===== config.mk =====
export PLATFORM = sky130hd
export DESIGN_NAME = div_sequencer
export DESIGN_NICKNAME = d
export VERILOG_FILES = /design/src/rtl/div_seq_pkg.sv /design/src/rtl/div_sequencer.sv
export SDC_FILE = /design/constraint.sdc
export NUM_CORES = 1
export LEC_CHECK = 0
export CORE_AREA = 3 3 136 125
export CTS_CLUSTER_SIZE = 14
export DETAILED_ROUTE_END_ITERATION = 6
export DIE_AREA = 0 0 139 128
export PLACE_DENSITY = 0.82
export SLEW_MARGIN = 20
export SYNTH_ARGS = -nofsm -noshare
export SYNTH_HDL_FRONTEND = slang
export SYNTH_SLANG_ARGS = --single-unit

===== constraint.sdc =====
create_clock -name clk -period 3.6 [get_ports clk]
set_input_delay 0.72 -clock clk [delete_from_list [all_inputs] [get_ports clk]]
set_output_delay 0.72 -clock clk [all_outputs]
set_load 0.02 [all_outputs]

===== src/rtl/div_seq_pkg.sv =====
// Shared encodings for div_sequencer: op codes, FSM state codes, ALU op, special values.
// Pure declarations; no latency or flow control of its own.
// Imported by div_sequencer.
package div_seq_pkg;

   localparam logic [1:0] OP_DIV  = 2'b00;
   localparam logic [1:0] OP_DIVU = 2'b01;
   localparam logic [1:0] OP_REM  = 2'b10;
   localparam logic [1:0] OP_REMU = 2'b11;

   localparam logic [2:0] S_IDLE = 3'd0;
   localparam logic [2:0] S_NEGA = 3'd1;
   localparam logic [2:0] S_NEGB = 3'd2;
   localparam logic [2:0] S_ITER = 3'd3;
   localparam logic [2:0] S_FIX  = 3'd4;
   localparam logic [2:0] S_DONE = 3'd5;

   localparam logic [3:0] ALUOP_SLTU = 4'b0111;

   localparam logic [31:0] INT_MIN  = 32'h8000_0000;
   localparam logic [31:0] ALL_ONES = 32'hFFFF_FFFF;

   // op[0] set means unsigned (DIVU/REMU)
   function automatic logic op_is_signed(input logic [1:0] o);
      return ~o[0];
   endfunction

endpackage


===== src/rtl/div_sequencer.sv =====
// RV32M divide/remainder sequencer using the shared ALU adder; one restoring step per cycle.
// Latency: done at T+36 normal, T+2 for div-by-zero/overflow (and early-out with DIVSEQ_EARLY_OUT_EN).
// No backpressure: start is only sampled in IDLE; flush aborts any operation with no done.
module div_sequencer
   import div_seq_pkg::*;
#(
   parameter int XLEN = 32
) (
   input  logic            clk,
   input  logic            rst,
   input  logic            start,
   input  logic [1:0]      op,
   input  logic [XLEN-1:0] rs1,
   input  logic [XLEN-1:0] rs2,
   input  logic            flush,
   output logic            busy,
   output logic            done,
   output logic [XLEN-1:0] result,
   output logic [3:0]      alu_op,
   output logic [XLEN-1:0] alu_in1,
   output logic [XLEN-1:0] alu_in2,
   input  logic [XLEN-1:0] alu_adder_out,
   input  logic            alu_cmp_out
);

   logic [2:0]      state;
   logic [1:0]      op_q;
   logic            neg1;
   logic            neg2;
   logic            bypass;
   logic [XLEN-1:0] quo;
   logic [XLEN-1:0] rem;
   logic [XLEN-1:0] dvs;
   logic [4:0]      count;

   logic [XLEN-1:0] shifted;
   logic            ge;
   logic [XLEN-1:0] sel;
   logic            neg_res;
   logic            is_signed;
   logic            div_zero;
   logic            overflow;
   logic            early;

   assign alu_op    = ALUOP_SLTU;
   assign busy      = (state != S_IDLE);
   assign done      = (state == S_DONE) && !flush;
   assign is_signed = op_is_signed(op);
   assign div_zero  = (rs2 == '0);
   assign overflow  = is_signed && (rs1 == INT_MIN) && (rs2 == ALL_ONES);

   assign shifted = {rem[XLEN-2:0], quo[XLEN-1]};
   assign ge      = rem[XLEN-1] | ~alu_cmp_out;
   assign sel     = op_q[1] ? rem : quo;

   always_comb begin
      neg_res = 1'b0;
      if (!bypass) begin
         if (op_q == OP_DIV)      neg_res = neg1 ^ neg2;
         else if (op_q == OP_REM) neg_res = neg1;
      end
   end

`ifdef DIVSEQ_EARLY_OUT_EN
   assign early = start && op[0] && alu_cmp_out && !div_zero;
`else
   assign early = 1'b0;
`endif

   always_comb begin
      alu_in1 = '0;
      alu_in2 = '0;
      case (state)
`ifdef DIVSEQ_EARLY_OUT_EN
         S_IDLE: if (start && op[0]) begin
            alu_in1 = rs1;
            alu_in2 = rs2;
         end
`endif
         S_NEGA: alu_in2 = quo;
         S_NEGB: alu_in2 = dvs;
         S_ITER: begin
            alu_in1 = shifted;
            alu_in2 = dvs;
         end
         S_FIX:  alu_in2 = sel;
         default: ;
      endcase
   end

   always_ff @(posedge clk) begin
      if (rst) begin
         state  <= S_IDLE;
         op_q   <= OP_DIV;
         neg1   <= 1'b0;
         neg2   <= 1'b0;
         bypass <= 1'b0;
         quo    <= '0;
         rem    <= '0;
         dvs    <= '0;
         count  <= '0;
         result <= '0;
      end else if (flush) begin
         state <= S_IDLE;
      end else begin
         case (state)
            S_IDLE: if (start) begin
               op_q <= op;
               neg1 <= is_signed & rs1[XLEN-1];
               neg2 <= is_signed & rs2[XLEN-1];
               dvs  <= rs2;
               // Short-path results are staged in quo/rem and published by FIX
               // (unnegated), which gives the two-cycle special-case latency.
               if (div_zero) begin
                  quo    <= ALL_ONES;
                  rem    <= rs1;
                  bypass <= 1'b1;
                  state  <= S_FIX;
               end else if (overflow) begin
                  quo    <= INT_MIN;
                  rem    <= '0;
                  bypass <= 1'b1;
                  state  <= S_FIX;
               end else if (early) begin
                  quo    <= '0;
                  rem    <= rs1;
                  bypass <= 1'b1;
                  state  <= S_FIX;
               end else begin
                  quo    <= rs1;
                  bypass <= 1'b0;
                  state  <= S_NEGA;
               end
            end
            S_NEGA: begin
               if (neg1) quo <= alu_adder_out;
               state <= S_NEGB;
            end
            S_NEGB: begin
               if (neg2) dvs <= alu_adder_out;
               rem   <= '0;
               count <= 5'd31;
               state <= S_ITER;
            end
            S_ITER: begin
               rem <= ge ? alu_adder_out : shifted;
               quo <= {quo[XLEN-2:0], ge};
               if (count == 5'd0) state <= S_FIX;
               else               count <= count - 5'd1;
            end
            S_FIX: begin
               result <= neg_res ? alu_adder_out : sel;
               state  <= S_DONE;
            end
            default: state <= S_IDLE;
         endcase
      end
   end

endmodule


==> results of run 1 <==
==> power groups by stage <==
stage / Clock [mW] / Sequential, mW / Combinational [mW]
floorplan: 0 / 1.75 / 0.533
global placement: 0 / 1.77 / 0.891
detailed placement: 0 / 1.78 / 0.901
CTS: 1.89 / 1.74 / 0.909
global route: 1.96 / 1.76 / 0.997
finish: 1.89 / 1.75 / 0.935
==> cells by family (layout without fill, tap and decap cells) <==
group           count (synthesis)  count (layout)  share of synthesized area (%)
compound gates                383             383                          31.31
simple gates                  371             371                          18.84
buf+inv                       156             309                          7.658
flops                         141             141                          33.42
mux                            66              66                          8.280
fa+ha+maj                       2               2                         0.2962
other cells                     2               4                        0.08891
xor+xnor                        1               1                         0.1037
==> Yosys cell counts, drive strengths merged <==
master / number / area (sq um)
dfxtp: 141 / 2823
and4b: 1 / 10.01
clkbuf: 87 / 326.6
nand3: 3 / 27.53
nor3: 5 / 25.02
o21ai: 6 / 33.78
mux2: 31 / 349.1
or4: 1 / 11.26
o211ai: 32 / 240.2
ha: 2 / 25.02
a211o: 1 / 8.760
nand2: 230 / 863.3
or2: 1 / 6.260
or3: 2 / 12.51
nor2: 86 / 330.3
a311oi: 66 / 578.1
a31oi: 1 / 6.260
o221ai: 31 / 271.5
nor2b: 2 / 12.51
inv: 37 / 138.9
and4: 1 / 8.760
nand4: 7 / 43.79
and3: 2 / 12.51
mux2i: 35 / 350.3
xnor2: 1 / 8.760
nand3b: 3 / 22.52
conb: 2 / 7.510
a31o: 33 / 289.0
o22ai: 32 / 200.2
or4b: 1 / 10.01
o21ba: 1 / 10.01
buf: 32 / 181.4
nor4: 17 / 127.6
a22oi: 32 / 240.2
and3b: 1 / 8.760
a21oi: 142 / 721.9
nand2b: 5 / 31.28
nand4b: 2 / 17.52
nor4bb: 1 / 10.01
a211oi: 6 / 45.04
==> layout make-up <==
| type | instances | area, sq um |
|---|---|---|
| Timing Repair Buffer | 240 | 2350 |
| Fill cell | 1244 | 4284 |
| Multi-Input combinational cell | 827 | 5020 |
| Tap cell | 202 | 252.7 |
| Inverter | 37 | 138.9 |
| Clock buffer | 18 | 429.2 |
| Sequential cell | 141 | 2825 |
| Clock inverter | 14 | 195.2 |
==> critical path: stages (launching register included) <==
cell             delay, ps
dfxtp_2                530
buf_4                  440
a22oi_1                160
o22ai_1                280
clkdlybuf4s50_1        670
==> how the worst max path moves through the flow <==
stage	startpoint	end	slack [ps]
4_1_cts	state[1]	alu_in2[10]	410
2_1_floorplan	state[1]	alu_in2[10]	1180
3_3_place_gp	rs2[17]	rem[16]	530
6_report	state[1]	alu_in2[10]	340
3_5_place_dp	rs2[17]	rem[15]	430
5_1_grt	state[1]	alu_in2[10]	210
==> layer usage <==
metal,routed length (um),vias to the layer above,part of all wire (%),global-route usage (%)
met4,1136,0,3.5,14.27
met5,0,-,0,0
met2,13960,809,44,53.47
li1,-,4395,-,-
met3,4315,109,13,8.392
met1,12680,4509,40,47.83
==> stage by stage <==
stage	util [%]	setup WS (ps)	cells	hold WS, ps	power [mW]
2_1_floorplan	-	1176	1124	447.5	2.278
3_3_place_gp	68.32	525.9	1447	438.1	2.663
3_5_place_dp	68.32	425.6	1447	444.2	2.676
4_1_cts	72.35	412.8	1479	452.8	4.540
5_1_grt	72.35	208.4	1479	470.0	4.713
6_report	72.35	344.8	1479	449.5	4.576
==> registers in the layout (all words and copies together) (netlist names), 2 cells and up <==
name and flops:
dvs 32, quo 32, rem 32, result 32, count 5, state 3, op_q 2
==> metrics.txt, run 1 <==
status=complete, no violations; Port Buf Inserts=200; clk slew on worst S/H paths=60 ps; DRC=0; Switching Share=30.36%; largest net degree at the start of global routing=84; Leak=3.793 nW; HP Start=result[8]; total congestion overflow=0; n_diodes=0; power per cell area=408.2 mW/mm^2; Max Freq=0.3072 GHz; H-Tree Depth=4; synth warn=0; Critical Path RT=2880 ps; R2R Setup Slk=940 ps; worst r2r src=op_q[1]; first-pass GRT wire length=50.43 mm; CP Class=flip-flop to primary output; Root Driver=clkbuf_16; GPL Wtd Cong=0.9244; Setup TNS Final=0 ps; io pins=205; drt first pass iters=6; Total GRT Usage=35.00%; core area=0.01549 sq mm; Avg Inst Size Synth=7.528 sq um; maximum vdd drop=0.0003745 V; antenna violations before repair=0; synthesized instance count=1,122; Sw Pwr=1.389 mW; Slew @ Worst Pin=838.2 ps; hold buffer count at CTS=0; Die W=139 um; post-route cell area=0.01121 sq mm; Register-to-Register Path Depth=7; Flop pwr share=38.2%; routed vias/inst=6.641; vias after detailed routing=9,822; reg2reg end=result[10]; Post-DP HPWL=21.98 mm; Worst Skew=7.255 ps; Tmin final=3255 ps; Area after DPL=0.01059 sq mm; starting density of the core=54.51%; hold path depth=2; clk buf depth=2; nature of the critical path endpoint=primary output; Post CTS Setup Buffer Count=0; most frequent cells in the layout=nand2_1, clkdlybuf4s50_1, a21oi_1, dfxtp_1, nor2_1; fin. max-slew vios=0; final antenna-violating net count=0; RSZ-0062 raised after global routing=no; Yosys reg bits=141; cts bufs inserted=17; commonest non-fill, non-tap cell in the layout=nand2_1; DIE AREA=0.01779 sq mm; CP Max Fanout=33; clk_lat worst skew=430 ps; share of cells above drive strength 1=12.06%; Clock power frac=41.4%; CTS tree=yes; P&R area growth vs syn=32.72%; combinational share of power=20.4%; Int Pwr=3.187 mW; row count=43; Resized cells post-CTS=0; CP arrival=2540 ps; Final setup viols=0; Nets=1,369; period utilization=90.42%; register area share after synthesis=33.42%; library cells used by synthesis=49; mapped cell area=0.008447 sq mm; hold path endpoint=result[8]; hold crit path type=flip-flop to flip-flop; First DRT Iteration DRCs=1,365; Max-slew headroom=44.12%; vias in the first global route=9,268; Routed WL=32.09 mm; Routed wire per std cell=21.70 um; Sink Count=141; startpoint types=flip-flop; Die Y-Extent=128 um; Max-Cap Viols=0; Hold Violations, Final=0
(Power assumes the default switching activity.)
==> run 2, diff against run 1 <==
Settings changed: CORE_AREA 3 3 136 125 to 3 3 142 130, DIE_AREA 0 0 139 128 to 0 0 145 133, PLACE_DENSITY 0.82 to 0.76, SKIP_LAST_GASP set to 1.
==> run 2 against run 1 <==
Compared with the run above:
- sequential share of layout area is 0.11 points higher
- sequential power hardly changed
- fmax is 3.4% lower
- register-to-register slack hardly changed
- final area is 0.44% lower
- clock power is 6% lower
- combinational power is 1% lower
- count of clock-buffer cells in the layout stayed put
- critical path depth is 2 higher
- highest routed layer unchanged
==> metrics.txt, run 2 (same netlist as run 1, synthesis figures left out) <==
status=complete, no violations; Max-Cap Viols=0 (unchanged); Nets=1,368 (-0.073%); clk_lat worst skew=430 ps (about the same); share of cells above drive strength 1=11.92% (-0.14 points); vias after detailed routing=9,758 (-0.65%); largest net degree at the start of global routing=47 (-44%); Total GRT Usage=32.73% (-2.3 points); Root Driver=clkbuf_16; commonest non-fill, non-tap cell in the layout=nand2_1; Post-DP HPWL=22.60 mm (+2.8%); final antenna-violating net count=0 (unchanged); Hold Violations, Final=0 (unchanged); critical path's largest stage delay=660 ps (about the same); Die Y-Extent=133 um (+3.9%); CP Class=flip-flop to primary output; period utilization=93.56% (+3.1 points); clk buf depth=2 (unchanged); P&R area growth vs syn=32.14%; CTS tree=yes; Post CTS Setup Buffer Count=0 (unchanged); Reg area=0.002825 sq mm (unchanged); First DRT Iteration DRCs=1,321 (-3.2%); Leak=3.759 nW (-0.89%); routed vias/inst=6.462 (-2.7%); maximum vdd drop=0.0003186 V (-15%); critical path's slowest cell=clkdlybuf4s50_1; DRC=0 (unchanged); fin. max-slew vios=0 (unchanged); total congestion overflow=0 (unchanged); vias in the first global route=9,290 (+0.24%); Setup TNS Final=0 ps (unchanged); Max Freq=0.2969 GHz (-3.4%); io pins=205 (unchanged); Resized cells post-CTS=0 (unchanged); fill cell count=1,455 (+17%); antenna violations before repair=0 (unchanged); cts bufs inserted=17 (unchanged); row count=45 (+4.7%); area of the multi-input gates=0.005020 sq mm (unchanged); n_diodes=0 (unchanged); CP Max Fanout=17 (-48%); GPL Wtd Cong=0.9245 (about the same); power per cell area=399.4 mW/mm^2 (-2.2%); Die W=145 um (+4.3%); nature of the critical path endpoint=primary output; clk slew on worst S/H paths=60 ps (about the same); Worst Skew=7.251 ps (-0.004440 ps); Slew @ Worst Pin=876.3 ps (+38.13 ps); RSZ-0062 raised after global routing=no; Final setup viols=0 (unchanged); hold buffer count at CTS=0 (unchanged); WP buf/inv=3 (+1); Area after DPL=0.01058 sq mm (about the same); most frequent cells in the layout=nand2_1, clkdlybuf4s50_1, a21oi_1, dfxtp_1, nor2_1; H-Tree Depth=4 (unchanged); CP arrival=2650 ps (+110 ps); total power=4.458 mW (-2.6%); DIE AREA=0.01929 sq mm (+8.4%); Port Buf Inserts=200 (unchanged); crit path cell chain=inv_1, nor2_2, buf_4, a22oi_1, o22ai_1, clkdlybuf4s50_1; Worst path top cell family by delay=buffers and inverters; Routed WL=32.48 mm (+1.2%); Sink Count=141 (unchanged); hold crit path type=flip-flop to flip-flop; Routed wire per std cell=21.51 um (-0.86%); starting density of the core=49.84% (-4.7 points); Critical Path RT=2880 ps (about the same); startpoint types=flip-flop; drt first pass iters=6 (unchanged); Max-slew headroom=41.58% (-2.5 points); core area=0.01695 sq mm (+9.4%); Tmin final=3368 ps (+113.1 ps); first-pass GRT wire length=51.39 mm (+1.9%); post-route cell area=0.01116 sq mm (-0.44%)
## run 2: final timing paths
| check | start | end | slack [ps] | cells past startpoint |
|---|---|---|---|---|
| hold reg to reg | result[8] | result[8] | 450 | 2 |
| setup reg to reg | op_q[1] | result[11] | 950 | 7 |
| hold / removal | result[8] | result[8] | 450 | 2 |
| setup / recovery | state[0] | alu_in2[20] | 230 | 6 |
## run 2: power breakdown
group | internal (mW) | leakage [nW] | switching [mW]
Combinational | 0.362 | 2.33 | 0.563
Sequential | 1.66 | 1.15 | 0.0925
Clock | 1.08 | 0.277 | 0.705
## run 2: cell type report
class	instances	share of cell area, %
clock buffer	18	3.845
clock inverter	13	1.345
inverter	37	1.244
multi-input combinational	827	44.97
sequential	141	25.31
tap	235	2.634
timing repair buffer	239	20.65
## run 2: routing by layer
layer | GRT usage [%] | part of all wire [%] | vias to the layer above
li1 | - | - | 4398
met1 | 45.17 | 41 | 4602
met5 | 0 | 0 | -
met4 | 11.56 | 3.0 | 0
met2 | 50.23 | 44 | 674
met3 | 7.808 | 12 | 84
## run 2: tightest hold or removal path, cell delays in order (launching register included)
cell and delay [ps]:
dfxtp_1 310, nand2_1 50, a21oi_1 50
## run 2: per-stage QoR
stage / setup WS, ps / utilization (%) / hold slack [ps] / instances
2_1_floorplan: 1176 / - / 447.5 / 1124
3_3_place_gp: 432.3 / 62.44 / 438.5 / 1479
3_5_place_dp: 333.1 / 62.44 / 443.6 / 1479
4_1_cts: 295.2 / 65.86 / 452.2 / 1510
5_1_grt: 171.7 / 65.86 / 466.1 / 1510
6_report: 231.8 / 65.86 / 450.0 / 1510
